File: src/rtl/data_selector_nto1_reg_pkg.sv
// rtl/data_selector_nto1_reg_pkg.sv - shared constants for the registered N-to-1 selector
package data_selector_nto1_reg_pkg;

  localparam int MODE_EXT = 0;
  localparam int MODE_RR  = 1;

  // Next round-robin start position after channel idx of n was taken.
  function automatic int wrap_inc(input int idx, input int n);
    return (idx + 1 >= n) ? 0 : idx + 1;
  endfunction

endpackage

File: src/rtl/data_selector_nto1_reg_rr_arbiter_n.sv
// rtl/data_selector_nto1_reg_rr_arbiter_n.sv - combinational round-robin grant search from ptr
module rr_arbiter_n #(
  parameter int N     = 4,
  parameter int SEL_W = $clog2(N)
) (
  input  logic [N-1:0]     req,
  input  logic [SEL_W-1:0] ptr,
  output logic             grant_valid,
  output logic [SEL_W-1:0] grant_idx
);

  logic [SEL_W:0] pos;

  // Walk from the far end back to ptr so the nearest requester is written last and wins.
  always_comb begin
    grant_valid = 1'b0;
    grant_idx   = ptr;
    pos         = '0;
    for (int i = N - 1; i >= 0; i--) begin
      pos = {1'b0, ptr} + (SEL_W + 1)'(i);
      if (pos >= (SEL_W + 1)'(N)) begin
        pos = pos - (SEL_W + 1)'(N);
      end
      if (req[pos[SEL_W-1:0]]) begin
        grant_valid = 1'b1;
        grant_idx   = pos[SEL_W-1:0];
      end
    end
  end

endmodule

File: src/rtl/data_selector_nto1_reg.sv
// rtl/data_selector_nto1_reg.sv - registered N-to-1 selector with valid/ready per channel
module data_selector_nto1_reg
  import data_selector_nto1_reg_pkg::*;
#(
  parameter int WIDTH = 32,
  parameter int N     = 4,
  parameter int SEL_W = $clog2(N),
  parameter int MODE  = MODE_EXT
) (
  input  logic               CLK,
  input  logic               RST,
  input  logic [N*WIDTH-1:0] in_data,
  input  logic [N-1:0]       in_valid,
  output logic [N-1:0]       in_ready,
  input  logic [SEL_W-1:0]   Control,
  output logic [WIDTH-1:0]   out_data,
  output logic [SEL_W-1:0]   out_sel,
  output logic               out_valid,
  input  logic               out_ready
);

  logic             slot_free;
  logic             grant_valid;
  logic [SEL_W-1:0] grant_idx;
  logic [SEL_W-1:0] ptr;
  logic [WIDTH-1:0] grant_data;
  logic             accept;

  assign slot_free = !out_valid || out_ready;
  assign accept    = slot_free && grant_valid;

  generate
    if (MODE == MODE_RR) begin : g_rr
      rr_arbiter_n #(
        .N     (N),
        .SEL_W (SEL_W)
      ) u_arb (
        .req         (in_valid),
        .ptr         (ptr),
        .grant_valid (grant_valid),
        .grant_idx   (grant_idx)
      );
    end else begin : g_ext
      // Compare rather than index so an out-of-range Control simply matches nothing.
      always_comb begin
        grant_valid = 1'b0;
        grant_idx   = Control;
        for (int k = 0; k < N; k++) begin
          if (Control == SEL_W'(k)) begin
            grant_valid = in_valid[k];
          end
        end
      end
    end
  endgenerate

  // Ready follows the candidate index only, never that channel's own valid.
  always_comb begin
    in_ready = '0;
    for (int k = 0; k < N; k++) begin
      if (RST && slot_free && grant_idx == SEL_W'(k)) begin
        in_ready[k] = 1'b1;
      end
    end
  end

  always_comb begin
    grant_data = '0;
    for (int k = 0; k < N; k++) begin
      if (grant_idx == SEL_W'(k)) begin
        grant_data = in_data[k*WIDTH +: WIDTH];
      end
    end
  end

  always_ff @(posedge CLK or negedge RST) begin
    if (!RST) begin
      out_valid <= 1'b0;
      out_data  <= '0;
      out_sel   <= '0;
      ptr       <= '0;
    end else begin
      if (accept) begin
        out_valid <= 1'b1;
        out_data  <= grant_data;
        out_sel   <= grant_idx;
        if (MODE == MODE_RR) begin
          ptr <= SEL_W'(wrap_inc(int'(grant_idx), N));
        end
      end else if (slot_free) begin
        out_valid <= 1'b0;
      end
    end
  end

endmodule

File: config.mk
export PLATFORM = sky130hd
export DESIGN_NAME = data_selector_nto1_reg
export DESIGN_NICKNAME = d
export VERILOG_FILES = /design/src/rtl/data_selector_nto1_reg_pkg.sv /design/src/rtl/data_selector_nto1_reg_rr_arbiter_n.sv /design/src/rtl/data_selector_nto1_reg.sv
export SDC_FILE = /design/constraint.sdc
export NUM_CORES = 1
export LEC_CHECK = 0
export BUFFER_PORTS_ARGS = -buffer_cell sky130_fd_sc_hd__buf_2
export CAP_MARGIN = 30
export CORE_AREA = 2 2 78 80
export DETAILED_ROUTE_END_ITERATION = 8
export DIE_AREA = 0 0 80 82
export PLACE_DENSITY = 0.78
export SLEW_MARGIN = 20
export SYNTH_ARGS = -nofsm -noshare
export SYNTH_HDL_FRONTEND = slang
export SYNTH_SLANG_ARGS = --single-unit
File: constraint.sdc
create_clock -name CLK -period 2.11 [get_ports CLK]
set_input_delay 0.211 -clock CLK [delete_from_list [all_inputs] [get_ports CLK]]
set_output_delay 0.211 -clock CLK [all_outputs]
set_load 0.01 [all_outputs]
==> run_results.csv, run 1 <==
group,metric,value,unit
final_layout,ff_latch_area,875.8,um2
pwr,p_switching,689.5,uW
clocking,cts.path.max_buffers,2,
routing,dr.pass1.iters,4,
logic_synthesis,syn-cell-area,2160,um2
logic_synthesis,yosys-top-cells-area,"dfrtp_1, mux4_2, mux2_2",
critical_path,cpLargestDelayFamily,"buffers and inverters",
global_routing,overflow,0,
clocking,insertion_delay,0.29,ns
logic_synthesis,synth_cell_types,20,
floorplanning,die_area,6560,um2
timing,max-slew-margin-rel,0.7254,
floorplanning,die_x,80,um
critical_path,crit_path_max_incr_delay,0.54,ns
place,io_buffers,175,
logic_synthesis,syn-num-nets,263,
clocking,cts.sinks,35,
critical_path,crit_fanout,18,
pwr,clkPwrFrac,0.254,
place,place_hpwl,5.186,mm
pwr,powerDensity,728.0,nW/um2
logic_synthesis,yosysTopAreaCell,"dfrtp_1",
clocking,cts_root_buf,"clkbuf_8",
routing,met1_length,2.165,mm
critical_path,crit_type,"primary input to output port",
final_layout,drive_above_1_share,0.8366,
routing,top_layer,"met4",
critical_path,cp.required,1.90,ns
critical_path,cp_common_cell,"buf_2",
global_routing,track_usage,0.1899,
timing,final-setup-viol-count,0,
global_routing,grt_max_degree,25,
logic_synthesis,ys_seq_area_frac,0.4056,
logic_synthesis,syn_area_per_cell,17.14,um2
timing,fin_skew,0.009776,ns
timing,setup_tns,0,ns
floorplanning,rows,28,
logic_synthesis,ys_ff_latch,35,
timing,finalMaxSlewViolations,0,
timing,hold_viol,0,
clocking,htreeDepth,2,
flow_run,max-cap-violations,0,
global_routing,grt_pass1_wl,9.384,mm
final_layout,design_area,3232,um2
routing,drc,0,
floorplanning,die_h,82,um
logic_synthesis,synth_top_cell_area_share,0.4056,
pwr,p_leak,0.001584,uW
routing,met2_length,3.537,mm
routing,drtIter0Drc,73,
timing,fmax,532.9,MHz
pwr,power_frac_comb,0.348,
critical_path,cp_slowest_cell,"dlygate4sd3_1",
hold_path,hold_class,"primary input to flop",
place,gp_congestion,0.7291,
global_routing,antenna_found_initial,0,
critical_path,cp_num_buf_inv,3,
logic_synthesis,ys_top_cells_by_count,"dfrtp_1, mux2_2, mux4_2, buf_2, buf_6",
floorplanning,core,5746,um2
timing,period_share,0.8894,
pwr,pwr-share-seq,0.397,
timing,worst_pin_slew,0.4119,ns
routing,vias_per_cell,5.063,
critical_path,cp-end-kind,"output port",
routing,met3WireLength,553,um
routing,postRouteAntennaNets,0,
run_status,status,"complete, no violations",
pwr,finalPower,2353,uW
final_layout,synthToLayoutAreaGrowth,49.65,%
logic_synthesis,syn_inst,126,
logic_synthesis,synthArstFlopShare,1.000,
final_layout,fin_nets,442,
clocking,cts.clk_slew.worst_paths,0.08,ns
critical_path,worstSetupStartpointType,"primary input",
critical_path,cp.arrival,1.67,ns
routing,drt-total-wl,6.343,mm
pwr,irDropWorstVdd,0.3209,mV
critical_path,worstPathCellList,"dlygate4sd3_1 -> buf_2 -> nand2_1 -> nor3b_1 -> buf_2",
logic_synthesis,synth_flop_cell,"dfrtp_1",
final_layout,insertedDiodeCount,0,
clocking,cts_tree,"done",
logic_synthesis,yosys.cell_count.top_type,"dfrtp_1",
logic_synthesis,synth_edf_count,0,
clocking,cts_buffers,5,
floorplanning,io_pins,176,
final_layout,multi_input_comb_area,1207,um2
floorplanning,start_util,0.3759,
timing,rsz0062_at_grt,"no",
routing,via_count,1929,
timing,min_period,1.877,ns
final_layout,fillCellCount,519,
global_routing,first_global_vias,2026,
place,dpl_cell_area,3109,um2
routing,wl_per_cell,16.65,um
pwr,internal-power,1663,uW
pwr,power_switching_share,0.2931,
logic_synthesis,ys_warn_count,0,
## cells in the final DEF (no fill, tap or decap), types with 2 or more instances in the layout
cell and n:
buf_2 175, dfrtp_1 35, mux2_2 33, mux4_2 32
buf_4 7, clkbuf_8 5, nand2_1 2, nor3b_1 2
mux2_1 2
## what timing repair did
action	in CTS	in global routing
gates resized for setup	0	0
endpoints found under the setup margin	0	0
endpoints found under the hold margin	15	0
hold buffers	1	0
setup buffers	0	0
## routing by layer
layer / track usage / vias up
met3: 0.04505 / 8
met1: 0.1952 / 955
li1: - / 869
met5: 0 / -
met2: 0.3725 / 97
met4: 0.06780 / 0
## final timing paths
kind / endpoint / cells after the start / startpoint / slack (ns)
max in group asynchronous: out_data[27]$_DFFE_PN0P_ / 3 / RST / 1.10
setup / recovery: in_ready[1] / 5 / RST / 0.23
hold reg to reg: out_sel[0]$_DFFE_PN0P_ / 1 / out_sel[0]$_DFFE_PN0P_ / 0.49
setup reg to reg: out_data[24]$_DFFE_PN0P_ / 5 / out_valid$_DFFE_PN0P_ / 0.39
hold / removal: out_valid$_DFFE_PN0P_ / 4 / in_valid[1] / 0.30
min in group asynchronous: out_valid$_DFFE_PN0P_ / 2 / RST / 0.40
## power by group through the flow
| stage | Clock (uW) | Sequential [uW] | Combinational, uW |
|---|---|---|---|
| final | 599 | 934 | 820 |
| after global routing | 649 | 956 | 882 |
| after global placement | 0 | 942 | 806 |
| after floorplan | 0 | 1030 | 356 |
| after CTS | 619 | 937 | 833 |
| after detailed placement | 0 | 949 | 828 |
## area by class of cell
class	count	share of cell area
Clock buffer	5	0.02129
Timing Repair Buffer	183	0.2904
Tap cell	75	0.02904
Inverter	1	0.001161
Clock inverter	3	0.01355
Sequential cell	35	0.2710
Multi-Input combinational cell	79	0.3736
## registers in the layout (all words and copies together) (netlist names)
name,flops
out_valid,1
out_sel,2
out_data,32
## stage by stage
step	setup slack, ns	instances	util	hold WS, ns
after floorplan	0.4927	126	-	-0.08459
after global placement	0.3101	372	0.5412	0.1743
after detailed placement	0.2449	372	0.5412	0.1603
after CTS	0.1995	381	0.5625	0.2897
after global routing	0.09525	381	0.5625	0.3093
final	0.2334	381	0.5625	0.2988
## cells by family (layout without fill, tap and decap cells)
group / after synthesis / in the layout / synth area share
buffers and inverters: 12 / 192 / 0.03534
DFF: 35 / 35 / 0.4056
muxes: 68 / 68 / 0.5209
AOI/OAI and AO/OA: 2 / 2 / 0.01216
and+or+nand+nor: 9 / 9 / 0.02607
## worst reg2reg max path, stage by stage, from the launching register on
cell and delay (ns):
dfrtp_1 0.35, nand2b_1 0.16, and3b_1 0.26, a31oi_4 0.16
buf_4 0.29, mux2_2 0.38
No activity file was read; power rests on OpenSTA's default activity.
==> inputs of run 2 (changes only) <==
--- a/config.mk
+++ b/config.mk
@@ -5,12 +5,13 @@
 export SDC_FILE = /design/constraint.sdc
 export NUM_CORES = 1
 export LEC_CHECK = 0
+export ABC_AREA = 1
 export BUFFER_PORTS_ARGS = -buffer_cell sky130_fd_sc_hd__buf_2
 export CAP_MARGIN = 30
-export CORE_AREA = 2 2 78 80
+export CORE_AREA = 2 2 85 87
 export DETAILED_ROUTE_END_ITERATION = 8
-export DIE_AREA = 0 0 80 82
-export PLACE_DENSITY = 0.78
+export DIE_AREA = 0 0 87 89
+export PLACE_DENSITY = 0.72
 export SLEW_MARGIN = 20
 export SYNTH_ARGS = -nofsm -noshare
 export SYNTH_HDL_FRONTEND = slang
==> run 2 against run 1 <==
  * Worst hold slack got worse by 0.27 ns
  * Setup slack better by 0.38 ns
  * Non-clock buffer count up 3
  * Sequential share of layout area fell by 1.1 points
  * Global-route usage rose by 2.7 points
  * Critical path depth fell by 1
  * Maximum frequency grew 25%
==> run_results.csv, run 2 <==
group,metric,value,unit
timing,fmax,667.2,MHz
logic_synthesis,syn-cell-area,2409,um2
floorplanning,rows,30,
clocking,cts.clk_slew.worst_paths,0.07,ns
routing,drt-total-wl,8.661,mm
timing,rsz0062_at_grt,"no",
pwr,internal-power,1405,uW
place,io_buffers,175,
clocking,cts.path.max_buffers,2,
critical_path,worstSetupStartpointType,"flop",
place,dpl_cell_area,3277,um2
critical_path,worstPathCellList,"nand2_1 -> nand2_1 -> nor3_1 -> buf_2",
hold_path,hold_class,"primary input to async pin",
global_routing,grt_use_met2,0.3609,
pwr,clkPwrFrac,0.222,
timing,setup_tns,0,ns
logic_synthesis,yosys.cell_count.top_type,"nand3_1",
logic_synthesis,ys_top_cells_by_count,"nand3_1, nand2_1, dfrtp_1, nand4_1, buf_2",
critical_path,crit_fanout,6,
logic_synthesis,ys_warn_count,0,
final_layout,drive_above_1_share,0.3875,
logic_synthesis,syn-num-nets,489,
final_layout,design_area,3364,um2
final_layout,insertedDiodeCount,0,
critical_path,cp.arrival,1.29,ns
timing,fin_skew,0.003278,ns
critical_path,r2r_slack,0.79,ns
final_layout,mostFrequentLayoutCell,"buf_2",
timing,min_period,1.499,ns
clocking,insertion_delay,0.28,ns
timing,hold_viol,0,
clocking,postCtsSetupRepairBufs,0,
routing,drc,0,
critical_path,cp.required,1.90,ns
logic_synthesis,syn_area_per_cell,6.843,um2
floorplanning,die_area,7743,um2
timing,final-setup-viol-count,0,
global_routing,grt_use_met1,0.2883,
timing,finalMaxSlewViolations,0,
routing,via_count,3132,
final_layout,largest_reg_flops,32,
floorplanning,core,6719,um2
global_routing,antenna_found_initial,0,
timing,period_share,0.7103,
global_routing,grt_use_met3,0.04063,
final_layout,biggestRegsByFlops,"out_data: 32 flops, out_sel: 2 flops, out_valid: 1 flops",
clocking,holdBufCountCts,0,
logic_synthesis,synth_cell_types,16,
critical_path,critPathCapture,"in_ready[2]",
critical_path,rr_worst_depth,5,
final_layout,mostFrequentLayoutCells,"buf_2, nand3_1, nand2_1, dfrtp_1, nand4_1",
pwr,p_leak,0.001867,uW
floorplanning,io_pins,176,
logic_synthesis,yosysTopAreaCell,"dfrtp_1",
final_layout,max_flop_register,"out_data",
pwr,irDropWorstVdd,0.2667,mV
clocking,cts_tree,"done",
timing,worst_pin_slew,0.4507,ns
flow_run,max-cap-violations,0,
logic_synthesis,synth_edf_count,0,
pwr,power_switching_share,0.3594,
critical_path,cp_common_cell,"nand2_1",
logic_synthesis,yosys-top-cells-area,"dfrtp_1, nand3_1, nand2_1",
global_routing,overflow,0,
routing,vias_per_cell,5.299,
pwr,power_frac_comb,0.367,
critical_path,timing.rr.end,"out_data[7]$_DFFE_PN0P_",
critical_path,cp-end-kind,"output port",
pwr,pwr-share-seq,0.411,
logic_synthesis,syn_inst,352,
clocking,ctsResizeCount,0,
logic_synthesis,synth_flop_cell,"dfrtp_1",
clocking,cts_root_buf,"clkbuf_8",
clocking,cts_buffers,5,
critical_path,cp_slowest_cell,"dfrtp_1",
routing,postRouteAntennaNets,0,
logic_synthesis,ys_ff_latch,35,
critical_path,crit_path_max_incr_delay,0.38,ns
floorplanning,die_x,87,um
place,gp_congestion,0.7881,
final_layout,fin_nets,648,
timing,holdWs,0.03236,ns
global_routing,track_usage,0.2173,
pwr,powerDensity,651.8,nW/um2
critical_path,crit_path_start,"out_valid$_DFFE_PN0P_",
timing,max-slew-margin-rel,0.6995,
place,place_hpwl,6.456,mm
logic_synthesis,ys_seq_area_frac,0.3636,
logic_synthesis,synthArstFlopShare,1.000,
floorplanning,die_h,89,um
floorplanning,start_util,0.3585,
run_status,status,"complete, no violations",
critical_path,r2r-start,"out_valid$_DFFE_PN0P_",
routing,dr.pass1.iters,5,
logic_synthesis,synth_top_cell_area_share,0.3636,
clocking,cts.sinks,35,
routing,wl_per_cell,14.65,um
global_routing,first_global_vias,2837,
global_routing,grt_busiest_layer,"met2",
critical_path,crit_type,"flop to output port",
final_layout,synthToLayoutAreaGrowth,39.69,%
pwr,p_switching,788.2,uW
final_layout,fillCellCount,685,
global_routing,grt_pass1_wl,13.39,mm
clocking,htreeDepth,2,
global_routing,grt_max_degree,36,
routing,drtIter0Drc,183,
[run 2: worst max-delay path, delay by kind of cell, from the launching register on]
family,cells,cell delay [ns]
flops,1,0.38
buf+inv,1,0.16
simple gates,3,0.47
[run 2: cell type report]
type / instances / area [um2] / area share
inverters: 5 / 21.27 / 0.006322
repair buffers: 186 / 958.4 / 0.2849
clock inverters: 1 / 5.005 / 0.001488
clock buffers: 6 / 82.58 / 0.02454
flip-flops and latches: 35 / 875.8 / 0.2603
well taps: 80 / 100.1 / 0.02975
multi-input cells: 278 / 1321 / 0.3927
[run 2: worst min-delay path by stage]
| stage | start | endpoint | slack [ns] | cells past startpoint |
|---|---|---|---|---|
| after floorplan | RST | out_data[0]$_DFFE_PN0P_ | -0.08 | 0 |
| after global placement | RST | out_valid$_DFFE_PN0P_ | 0.35 | 2 |
| after detailed placement | RST | out_data[10]$_DFFE_PN0P_ | 0.36 | 2 |
| after CTS | RST | out_data[2]$_DFFE_PN0P_ | 0.05 | 2 |
| after global routing | RST | out_data[27]$_DFFE_PN0P_ | 0.05 | 2 |
| final | RST | out_data[2]$_DFFE_PN0P_ | 0.03 | 2 |
[run 2: cells by family (layout without fill, tap and decap cells)]
logic type,count (synthesis),count (layout),share of synthesized area
and+or+nand+nor,278,278,0.5486
DFF,35,35,0.3636
buffers and inverters,39,198,0.08779
[run 2: power groups by stage]
stage               registers, uW  clock network [uW]  logic, uW
finish                        901                 487        805
global route                  916                 535        897
CTS                           900                 498        813
detailed placement            911                   0        812
global placement              906                   0        795
floorplan                     980                   0        357
[run 2: routing by layer]
layer,up-vias,share of wire
li1,1537,-
met1,1473,0.43
met2,109,0.50
met3,13,0.048
met4,0,0.017
met5,-,0
[run 2: per-stage QoR]
step	utilization	setup slack [ns]	power, uW	cells
floorplan	-	0.8329	1336	352
global placement	0.4877	0.4852	1701	584
detailed placement	0.4877	0.4441	1723	584
CTS	0.5007	0.6024	2211	591
global route	0.5007	0.4590	2348	591
finish	0.5007	0.6112	2193	591
==> inputs of run 3 (changes only) <==
--- a/config.mk
+++ b/config.mk
@@ -11,7 +11,7 @@
 export CORE_AREA = 2 2 85 87
 export DETAILED_ROUTE_END_ITERATION = 8
 export DIE_AREA = 0 0 87 89
-export PLACE_DENSITY = 0.72
+export PLACE_DENSITY = 0.74
 export SLEW_MARGIN = 20
 export SYNTH_ARGS = -nofsm -noshare
 export SYNTH_HDL_FRONTEND = slang
==> constraint.sdc (replaced) <==
create_clock -name CLK -period 1.29 [get_ports CLK]
set_input_delay 0.129 -clock CLK [delete_from_list [all_inputs] [get_ports CLK]]
set_output_delay 0.129 -clock CLK [all_outputs]
set_load 0.01 [all_outputs]
==> run 3 against run 2 <==
  * The run now ends with setup timing left
  * Final cell count increased by 1.2%
  * Sequential cell count is the same
  * Non-clock buffer count rose by 5
  * Sequential power increased by 63%
  * Clock power increased by 77%
  * Via count up 2.2%
  * Critical path depth did not move
  * Combinational power up 76%
  * Design area up 4.7%
  * First-iteration DRC count shrank 42%
  * Critical endpoint is now in_ready[1]
==> run_results.csv, run 3 (synthesis gave the netlist of run 2 again) <==
group,metric,value,unit
hold_path,hold_class,"primary input to flop",
critical_path,worstPathCellList,"nand2_4 -> nand2_4 -> nor3_2 -> buf_2",
floorplanning,die_area,7743,um2
final_layout,fillCellCount,686,
clocking,cts_root_buf,"clkbuf_8",
global_routing,track_usage,0.2222,
flow_run,max-cap-violations,0,
timing,finalMaxSlewViolations,0,
final_layout,mostFrequentLayoutCells,"buf_2, nand3_1, nand2_1, dfrtp_1, nand4_1",
timing,final-setup-viol-count,1,
clocking,cts.clk_slew.worst_paths,0.07,ns
floorplanning,die_h,89,um
timing,fin_skew,0.008885,ns
place,io_buffers,175,
routing,drtIter0Drc,106,
clocking,cts.sinks,35,
critical_path,crit_type,"flop to output port",
final_layout,max_flop_register,"out_data",
clocking,htreeDepth,2,
final_layout,design_area,3522,um2
floorplanning,die_x,87,um
critical_path,worstSetupStartpointType,"flop",
timing,min_period,1.298,ns
timing,period_share,1.006,
final_layout,synthToLayoutAreaGrowth,46.23,%
critical_path,cp_num_buf_inv,1,
floorplanning,core,6719,um2
clocking,cts.path.max_buffers,2,
timing,max-slew-margin-rel,0.7036,
routing,via_count,3201,
final_layout,insertedDiodeCount,0,
critical_path,cp.required,1.16,ns
timing,worst_pin_slew,0.4446,ns
floorplanning,start_util,0.3585,
place,dpl_cell_area,3329,um2
clocking,insertion_delay,0.28,ns
routing,dr.pass1.iters,7,
critical_path,cpLargestDelayFamily,"flip-flops",
final_layout,mostFrequentLayoutCell,"buf_2",
critical_path,cp_slowest_cell,"dfrtp_1",
global_routing,first_global_vias,2950,
run_status,status,"complete, but fails checks",
timing,rsz0062_at_grt,"yes",
place,gp_congestion,0.8678,
critical_path,cp.arrival,1.17,ns
timing,setup_slack,-0.007670,ns
routing,wl_per_cell,15.07,um
clocking,cts_buffers,5,
routing,vias_per_cell,5.353,
critical_path,crit_path_max_incr_delay,0.41,ns
pwr,p_leak,0.001931,uW
critical_path,cp_common_cell,"nand2_4",
global_routing,grt_pass1_wl,13.65,mm
place,dpl_worst_slack,0.03212,ns
place,dp_cells,586,
final_layout,drive_above_1_share,0.4035,
final_layout,largest_reg_flops,32,
critical_path,crit_fanout,4,
critical_path,cp-end-kind,"output port",
routing,drc,0,
timing,hold_viol,0,
final_layout,instances_no_fill,598,
floorplanning,io_pins,176,
pwr,irDropWorstVdd,0.4210,mV
final_layout,fin_nets,654,
timing,fmax,770.6,MHz
global_routing,overflow,0,
final_layout,biggestRegsByFlops,"out_data: 32 flops, out_sel: 2 flops, out_valid: 1 flops",
pwr,finalPower,3753,uW
run_status,violations,"setup timing",
place,place_hpwl,6.487,mm
global_routing,grt_max_degree,36,
pwr,powerDensity,1065,nW/um2
global_routing,antenna_found_initial,0,
clocking,cts_tree,"done",
routing,postRouteAntennaNets,0,
routing,drt-total-wl,9.012,mm
floorplanning,rows,30,
==> run 3: worst reg2reg max path, cell delays in order, from the launching register on <==
cell and delay [ns]:
dfrtp_1 0.41, nand2_4 0.11, buf_12 0.11, buf_12 0.14, nand2_4 0.16, nand2_1 0.11, nand2_1 0.05
==> run 3: per-stage QoR <==
stage	setup TNS (ns)	hold WS, ns	utilization
after floorplan	0	-0.1666	-
after global placement	0	0.2613	0.4955
after detailed placement	0	0.2706	0.4955
after CTS	0	0.1757	0.5153
after global routing	-0.1527	0.2016	0.5242
final	-0.007670	0.1849	0.5242
==> run 3: power by group <==
part	leakage (uW)	internal, uW	switching, uW	total (uW)
clock network	0.0000515	487	376	864
registers	0.000437	1340	126	1470
logic	0.00144	596	826	1420
total	0.00193	2420	1330	3750
==> run 3: what timing repair did <==
item                       CTS  global route
setup endpoints to repair    4            14
hold endpoints to repair    27             0
buffers inserted             1             1
gates resized for setup      4             5
cloned                       0             1
pin swaps                    1             2
hold buffers                 1             0
==> run 3: layout make-up <==
cell class / count / area [um2] / share of cell area
inverters: 5 / 21.27 / 0.006039
multi-input cells: 279 / 1376 / 0.3908
well taps: 80 / 100.1 / 0.02842
repair buffers: 191 / 1049 / 0.2977
flip-flops and latches: 35 / 875.8 / 0.2487
clock buffers: 8 / 100.1 / 0.02842
==> run 3: path summary, 6_finish.rpt <==
check / start / end / slack (ns) / cells after the start
max: out_valid$_DFFE_PN0P_ / in_ready[1] / -0.008 / 4
min: in_data[0] / out_data[0]$_DFFE_PN0P_ / 0.18 / 5
max reg2reg: out_valid$_DFFE_PN0P_ / out_data[27]$_DFFE_PN0P_ / 0.10 / 6
min reg2reg: out_data[20]$_DFFE_PN0P_ / out_data[20]$_DFFE_PN0P_ / 0.46 / 2
max in group asynchronous: RST / out_data[14]$_DFFE_PN0P_ / 0.42 / 3
min in group asynchronous: RST / out_data[26]$_DFFE_PN0P_ / 0.55 / 3
==> run 3: metal layers <==
metal  global-route usage  wire, um  vias up
met4              0.07813       194        0
met2               0.3747      4422      137
met5                    0         0        -
met1               0.2874      3842     1490
li1                     -         -     1555
met3              0.03970       552       19
